File: src/rtl/ghost_move_scheduler_pkg.sv
// rtl/ghost_move_scheduler_pkg.sv - shared constants and state encoding for the ghost move scheduler
package ghost_sched_pkg;

    localparam int OFF_W   = 26;
    localparam int SCORE_W = 14;
    localparam int Y_W     = 10;

    localparam logic [Y_W-1:0] ZONE_Y = 10'd297;

    typedef enum logic [1:0] {
        S_IDLE   = 2'd0,
        S_RUN    = 2'd1,
        S_FREEZE = 2'd2
    } state_t;

endpackage

File: src/rtl/ghost_move_scheduler_if.sv
// rtl/ghost_move_scheduler_if.sv - game-side bundle between score/collision logic and the scheduler
interface ghost_move_scheduler_if
    import ghost_sched_pkg::*;
#(
    parameter int N_GHOST = 4
);
    logic               start;
    logic               collision;
    logic [SCORE_W-1:0] score;
    logic [Y_W-1:0]     y_y;
    logic [N_GHOST-1:0] move_en;
    logic [N_GHOST-1:0] chase_en;
    logic [OFF_W-1:0]   speed_offset;
    logic [1:0]         state;

    modport master (
        output start, collision, score, y_y,
        input  move_en, chase_en, speed_offset, state
    );

    modport slave (
        input  start, collision, score, y_y,
        output move_en, chase_en, speed_offset, state
    );

endinterface

File: src/rtl/ghost_move_scheduler_tick_timer.sv
// rtl/ghost_move_scheduler_tick_timer.sv - score-scaled period counter producing the sweep tick
module ghost_tick_timer
    import ghost_sched_pkg::*;
#(
    parameter int TIME_MAX   = 4600000,
    parameter int SPEED_STEP = 2000,
    parameter int OFFSET_MAX = 3000000
) (
    input  logic               clk,
    input  logic               reset,
    input  logic               run,
    input  logic [SCORE_W-1:0] score,
    output logic               tick,
    output logic [OFF_W-1:0]   speed_offset
);

    localparam int PROD_W = SCORE_W + 32;

    logic [PROD_W-1:0] prod;
    logic [OFF_W-1:0]  prod_sat;
    logic [OFF_W-1:0]  offset_next;
    logic [OFF_W-1:0]  period;
    logic [OFF_W-1:0]  count;

    // Saturate into 26 bits before the clamp so a huge product cannot alias small.
    assign prod        = PROD_W'(score) * PROD_W'(SPEED_STEP);
    assign prod_sat    = (prod > PROD_W'({OFF_W{1'b1}})) ? {OFF_W{1'b1}} : prod[OFF_W-1:0];
    assign offset_next = (prod_sat > OFF_W'(OFFSET_MAX)) ? OFF_W'(OFFSET_MAX) : prod_sat;

    assign period = OFF_W'(TIME_MAX) - speed_offset;
    // >= rather than == so a period shrinking under the count still ticks at once.
    assign tick   = run && (count >= period - OFF_W'(1));

    always_ff @(posedge clk) begin
        if (reset) begin
            speed_offset <= '0;
        end else begin
            speed_offset <= offset_next;
        end
    end

    always_ff @(posedge clk) begin
        if (reset || !run || tick) begin
            count <= '0;
        end else begin
            count <= count + OFF_W'(1);
        end
    end

endmodule

File: src/rtl/ghost_move_scheduler.sv
// rtl/ghost_move_scheduler.sv - run/freeze FSM, round-robin move sweep and zone-gated chase enables
module ghost_move_scheduler
    import ghost_sched_pkg::*;
#(
    parameter int                 N_GHOST       = 4,
    parameter int                 TIME_MAX      = 4600000,
    parameter int                 SPEED_STEP    = 2000,
    parameter int                 OFFSET_MAX    = 3000000,
    parameter int                 FREEZE_CYCLES = 50000000,
    parameter logic [N_GHOST-1:0] ZONE_MAP      = 4'b1010
) (
    input  logic                   clk,
    input  logic                   reset,
    ghost_move_scheduler_if.slave  bus
);

    localparam int IDX_W = $clog2(N_GHOST + 1);

    state_t             state;
    state_t             next_state;
    logic               run;
    logic               tick;
    logic [OFF_W-1:0]   timer;
    logic [IDX_W-1:0]   sweep_idx;
    logic               sweep_active;
    logic [N_GHOST-1:0] sweep_dec;
    logic [N_GHOST-1:0] move_en;
    logic [N_GHOST-1:0] chase_en;
    logic               in_bottom;

    // A collision suppresses the tick in the same cycle and clears the counter.
    assign run = (state == S_RUN) && !bus.collision;

    ghost_tick_timer #(
        .TIME_MAX   (TIME_MAX),
        .SPEED_STEP (SPEED_STEP),
        .OFFSET_MAX (OFFSET_MAX)
    ) u_tick_timer (
        .clk          (clk),
        .reset        (reset),
        .run          (run),
        .score        (bus.score),
        .tick         (tick),
        .speed_offset (bus.speed_offset)
    );

    always_ff @(posedge clk) begin
        if (reset) begin
            state <= S_IDLE;
        end else begin
            state <= next_state;
        end
    end

    always_comb begin
        next_state = state;
        case (state)
            S_IDLE:   if (bus.start) next_state = S_RUN;
            S_RUN:    if (bus.collision) next_state = S_FREEZE;
            S_FREEZE: if (!bus.collision && timer == '0) next_state = S_RUN;
            default:  next_state = S_IDLE;
        endcase
    end

    always_ff @(posedge clk) begin
        if (reset) begin
            timer <= '0;
        end else if (bus.collision && next_state == S_FREEZE) begin
            timer <= OFF_W'(FREEZE_CYCLES - 1);
        end else if (state == S_FREEZE && timer != '0) begin
            timer <= timer - OFF_W'(1);
        end else if (state != S_FREEZE) begin
            timer <= '0;
        end
    end

    always_comb begin
        sweep_dec = '0;
        for (int i = 0; i < N_GHOST; i++) begin
            sweep_dec[i] = (sweep_idx == IDX_W'(i));
        end
    end

    // Leaving RUN for any reason aborts the sweep; unserved ghosts simply miss this round.
    always_ff @(posedge clk) begin
        if (reset || next_state != S_RUN) begin
            move_en      <= '0;
            sweep_idx    <= '0;
            sweep_active <= 1'b0;
        end else if (tick) begin
            move_en      <= N_GHOST'(1);
            sweep_idx    <= IDX_W'(1);
            sweep_active <= (N_GHOST > 1);
        end else if (sweep_active) begin
            move_en      <= sweep_dec;
            sweep_idx    <= sweep_idx + IDX_W'(1);
            sweep_active <= (sweep_idx != IDX_W'(N_GHOST - 1));
        end else begin
            move_en   <= '0;
            sweep_idx <= '0;
        end
    end

    assign in_bottom = (bus.y_y >= ZONE_Y);

    always_ff @(posedge clk) begin
        if (reset) begin
            chase_en <= '0;
        end else begin
            for (int i = 0; i < N_GHOST; i++) begin
                chase_en[i] <= (next_state == S_RUN) && (in_bottom == ZONE_MAP[i]);
            end
        end
    end

    assign bus.move_en  = move_en;
    assign bus.chase_en = chase_en;
    assign bus.state    = state;

endmodule

File: src/flat_wrapper.sv
// flat-port wrapper written by rule: the top's interface ports become plain ports
module ghost_move_scheduler_flat import ghost_sched_pkg::*;
#(
    parameter int                 N_GHOST       = 4,
    parameter int                 TIME_MAX      = 4600000,
    parameter int                 SPEED_STEP    = 2000,
    parameter int                 OFFSET_MAX    = 3000000,
    parameter int                 FREEZE_CYCLES = 50000000,
    parameter logic [N_GHOST-1:0] ZONE_MAP      = 4'b1010
)
  (clk, reset, bus_start, bus_collision, bus_score, bus_y_y, bus_move_en, bus_chase_en, bus_speed_offset, bus_state);
  ghost_move_scheduler_if #(.N_GHOST(N_GHOST)) bus_i ();
  input  logic clk;
  input  logic reset;
  input wire logic [$bits(bus_i.start)-1:0] bus_start;
  input wire logic [$bits(bus_i.collision)-1:0] bus_collision;
  input wire logic [$bits(bus_i.score)-1:0] bus_score;
  input wire logic [$bits(bus_i.y_y)-1:0] bus_y_y;
  output wire logic [$bits(bus_i.move_en)-1:0] bus_move_en;
  output wire logic [$bits(bus_i.chase_en)-1:0] bus_chase_en;
  output wire logic [$bits(bus_i.speed_offset)-1:0] bus_speed_offset;
  output wire logic [$bits(bus_i.state)-1:0] bus_state;
  assign bus_i.start = bus_start;
  assign bus_i.collision = bus_collision;
  assign bus_i.score = bus_score;
  assign bus_i.y_y = bus_y_y;
  assign bus_move_en = bus_i.move_en;
  assign bus_chase_en = bus_i.chase_en;
  assign bus_speed_offset = bus_i.speed_offset;
  assign bus_state = bus_i.state;
  ghost_move_scheduler #(.N_GHOST(N_GHOST), .TIME_MAX(TIME_MAX), .SPEED_STEP(SPEED_STEP), .OFFSET_MAX(OFFSET_MAX), .FREEZE_CYCLES(FREEZE_CYCLES), .ZONE_MAP(ZONE_MAP)) u_core (.clk(clk), .reset(reset), .bus(bus_i));
endmodule
File: config.mk
export PLATFORM = sky130hd
export DESIGN_NAME = ghost_move_scheduler_flat
export DESIGN_NICKNAME = d
export VERILOG_FILES = /design/src/rtl/ghost_move_scheduler_pkg.sv /design/src/rtl/ghost_move_scheduler_if.sv /design/src/rtl/ghost_move_scheduler_tick_timer.sv /design/src/rtl/ghost_move_scheduler.sv /design/src/flat_wrapper.sv
export SDC_FILE = /design/constraint.sdc
export NUM_CORES = 1
export LEC_CHECK = 0
export ABC_AREA = 1
export CORE_MARGIN = 2
export CORE_UTILIZATION = 30
export CTS_BUF_LIST = sky130_fd_sc_hd__clkbuf_4 sky130_fd_sc_hd__clkbuf_8
export CTS_CLUSTER_DIAMETER = 50
export DETAILED_ROUTE_END_ITERATION = 8
export PLACE_DENSITY = 0.43
export SKIP_LAST_GASP = 1
export SLEW_MARGIN = 10
export SYNTH_ARGS = -nofsm -noshare
export SYNTH_HDL_FRONTEND = slang
export SYNTH_SLANG_ARGS = --single-unit
export TNS_END_PERCENT = 50
File: constraint.sdc
create_clock -name clk -period 13.6 [get_ports clk]
set_input_delay 2.72 -clock clk [delete_from_list [all_inputs] [get_ports clk]]
set_output_delay 2.72 -clock clk [all_outputs]
set_load 0.05 [all_outputs]
==> results.md <==
- Final Cell Area: between 0.008 and 0.009 mm^2
- Final core utilization: 0.3515
- # hold bufs at CTS: 0
- RSZ-0062 raised after global routing: no
- Area of the core: about 0.024 mm^2
- Max-cap violations: 0
- Detail Placement HPWL: ~14 mm
- Main flop type after synthesis: dfxtp_1
- CTS root buf: clkbuf_8
- Layout area overhead: 15.27%
- Syn Inst Count: between 1,000 and 1,500
- Crit. End Element: flip-flop
- Number of vias per cell: ~4.3
- Routability cong.: around 0.8
- Fmax achieved: approximately 140 MHz
- First-pass GRT wire length: 29.37 mm
- Critical path's slowest cell: clkdlybuf4s50_1
- LEAKAGE: just over 0.004 uW
- Top cell by count, worst path: nand2_1
- FF+latch count, synth: 85
- Async S/R FF share, synth: 0
- Syn avg cell area: roughly 7.2 um^2
- Clk slew on worst S/H paths: about 0.09 ns
- Max stage delay on crit path: 0.63 ns
- Iteration count of the initial detailed-routing pass: 4
- DRT iter0 DRCs: ~180
- Post-Place Cell Area: 0.008339 mm^2
- Required @ worst endpoint: about 14 ns
- Final worst-path cycle share: 0.5347
- H-tree Lvls: 3
- Largest net degree at the start of global routing: 29
- Final Net Count: around 1,200
- Post-synth EDFFs: 0
- Final setup fails: 0
- Max clock buf depth: 2
- Skew-Pair Late Insertion Delay: approximately 0.37 ns
- Post-Route WL: about 17 mm
- Antenna viol nets, final: 0
- Power Density: roughly 180 mW/mm^2
- Postcts setup bufs: 0
- Setup TNS: 0 ns
- Avg WL per Cell: 11.72 um
- Rows: 57
- CP Data Arrival Time: between 7 and 8 ns
- Drt drc: 0
- Initial antenna violation count: 0
- Ys Warns: 0
- Tot GR Track Use: 0.1374
- CTS tree: yes
- Status: complete, no violations
- Starting Density: 0.3049
- Yosys cell types: 44
- Layout cell share with drive strength beyond 1: 0.04479
- Fin Hold WS: 0.4728 ns
- Worst Max-Slew Pin Slew: 1.135 ns
- Fill count: roughly 2,600
- Resized Gates After CTS: 0
- Mapped cell area: ~0.0074 mm^2
- Vias: ~6,100
- Pwr Total: ~1500 uW
- Worst Hold Class: flip-flop to flip-flop
- Die area: ~0.026 mm^2
- Number of global-route vias before repair: 6,196
- Sequential area share after synthesis: 0.2295
- Die W: 161.2 um
- Number of CTS-inserted buffers: 9
- Grt total ovfl: 0
- Multi-input logic area: 0.004890 mm^2
- Nature of the critical path startpoint: input pin
- Max-slew violations: 0
- Slew headroom: 0.2411
- Hold violation count in the final report: 0
- Final Skew: 0.01718 ns
- FF/Latch Area: between 0.0015 and 0.002 mm^2
- Crit Path Category: input pin to flip-flop
- I/O pins: 64
- CP max FO: 11
- Diode count: 0
- Final worst path period need: slightly above 7 ns
- Critical-path cell list: clkdlybuf4s50_1, inv_1, fa_1, inv_1, ha_1, xnor2_1, fa_1, fa_1, inv_1, ha_1, nand2_1, nor2_1, nand2_1, nand3_1, nand2_1, nand2_1, nand2_1, nand2_1, nand2_1, nor3_1, nand2_1, nand2_2, nand2_2, nor2_1
- Chip Height: ~160 um
- VDD IR-drop max: 0.00005806 V
- # clock sinks: 85
- PortBufs: 58
-- layout make-up --
cell class                      count  area share
Inverter                          201     0.08826
Sequential cell                    85      0.1991
Tap cell                          324     0.04742
Clock inverter                      3    0.005123
Multi-Input combinational cell    734      0.5720
Clock buffer                       12     0.01932
Timing Repair Buffer               59     0.06879
-- kinds of logic (layout without fill, tap and decap cells) --
family	after synthesis	count (layout)	synth area share
AO/OA/AOI/OAI	93	93	0.06732
XOR/XNOR	44	44	0.05197
adder cells (fa/ha/maj)	126	126	0.2581
buffers and inverters	216	275	0.1147
flip-flops	85	85	0.2295
other	1	8	0.0005057
AND/OR/NAND/NOR	463	463	0.2779
-- power breakdown --
part | total (uW) | internal, uW | switching (uW)
Combinational | 1010 | 348 | 661
Clock | 190 | 99.0 | 91.5
Sequential | 303 | 273 | 30.2
Total | 1500 | 720 | 783
-- through the flow --
stage / cells / setup WS (ns)
2_1_floorplan: 1035 / 7.076
3_3_place_gp: 1403 / 5.905
3_5_place_dp: 1403 / 5.909
4_1_cts: 1418 / 6.285
5_1_grt: 1418 / 5.823
6_report: 1418 / 6.328
-- worst max-delay path, delay by kind of cell --
kind                     cells  cell delay [ns]
XOR/XNOR                     1             0.23
adder cells (fa/ha/maj)      5             2.13
buffers and inverters        4             0.81
AND/OR/NAND/NOR             14             1.64
-- worst paths after layout --
path / from / cells after the start / end / slack [ns]
worst max-delay path: bus_score[2] / 24 / u_core.u_tick_timer.speed_offset[8]$_SDFF_PP0_ / 6.33
worst min-delay path: u_core.u_tick_timer.count[0]$_SDFF_PP0_ / 1 / u_core.u_tick_timer.count[0]$_SDFF_PP0_ / 0.47
worst max register to register: u_core.u_tick_timer.speed_offset[6]$_SDFF_PP0_ / 20 / u_core.u_tick_timer.count[4]$_SDFF_PP0_ / 9.55
worst min register to register: u_core.u_tick_timer.count[0]$_SDFF_PP0_ / 1 / u_core.u_tick_timer.count[0]$_SDFF_PP0_ / 0.47
-- cell usage in the layout (no fill, tap or decap), types with 6 or more instances in the layout --
cell type and instances:
o21ai_0 16, dfxtp_1 85, nand3b_1 6, nor2_2 8
clkbuf_8 12, xor2_1 32, nor3_1 19, ha_1 81
xnor2_1 12, clkdlybuf4s50_1 58, nand4_1 19, nand2_1 199
fa_1 45, inv_1 199, nand2_2 8, nor2_1 125
conb_1 8, nand3_1 55, a21oi_1 60
-- cells in the mapped netlist (12+ instances only) --
master | count | area (um^2)
ha_1 | 81 | 1013
xnor2_1 | 12 | 105.1
nor2_1 | 125 | 469.2
fa_1 | 45 | 900.9
dfxtp_1 | 85 | 1702
o21ai_0 | 16 | 80.08
nand2_1 | 199 | 747.0
nand3_1 | 55 | 275.3
inv_1 | 199 | 747.0
nor3_1 | 19 | 95.09
a21oi_1 | 60 | 300.3
nand4_1 | 19 | 118.9
xor2_1 | 32 | 280.3
-- routing by layer --
| layer | vias to the layer above | track usage | wire length [um] |
|---|---|---|---|
| li1 | 3332 | - | - |
| met1 | 2705 | 0.1860 | 8338 |
| met2 | 57 | 0.2316 | 7727 |
| met3 | 14 | 0.01079 | 285 |
| met4 | 0 | 0.04708 | 267 |
| met5 | - | 0 | 0 |
-- flip-flops by register name, summed over array words and instances, names as in the netlist --
| signal | cells |
|---|---|
| u_core.bus.chase_en | 2 |
| u_core.bus.move_en | 4 |
| u_core.bus.state | 2 |
| u_core.u_tick_timer.count | 26 |
| u_core.u_tick_timer.speed_offset | 21 |
| u_core.timer | 26 |
| u_core.sweep_active | 1 |
| u_core.sweep_idx | 3 |
(Power assumes the default switching activity.)
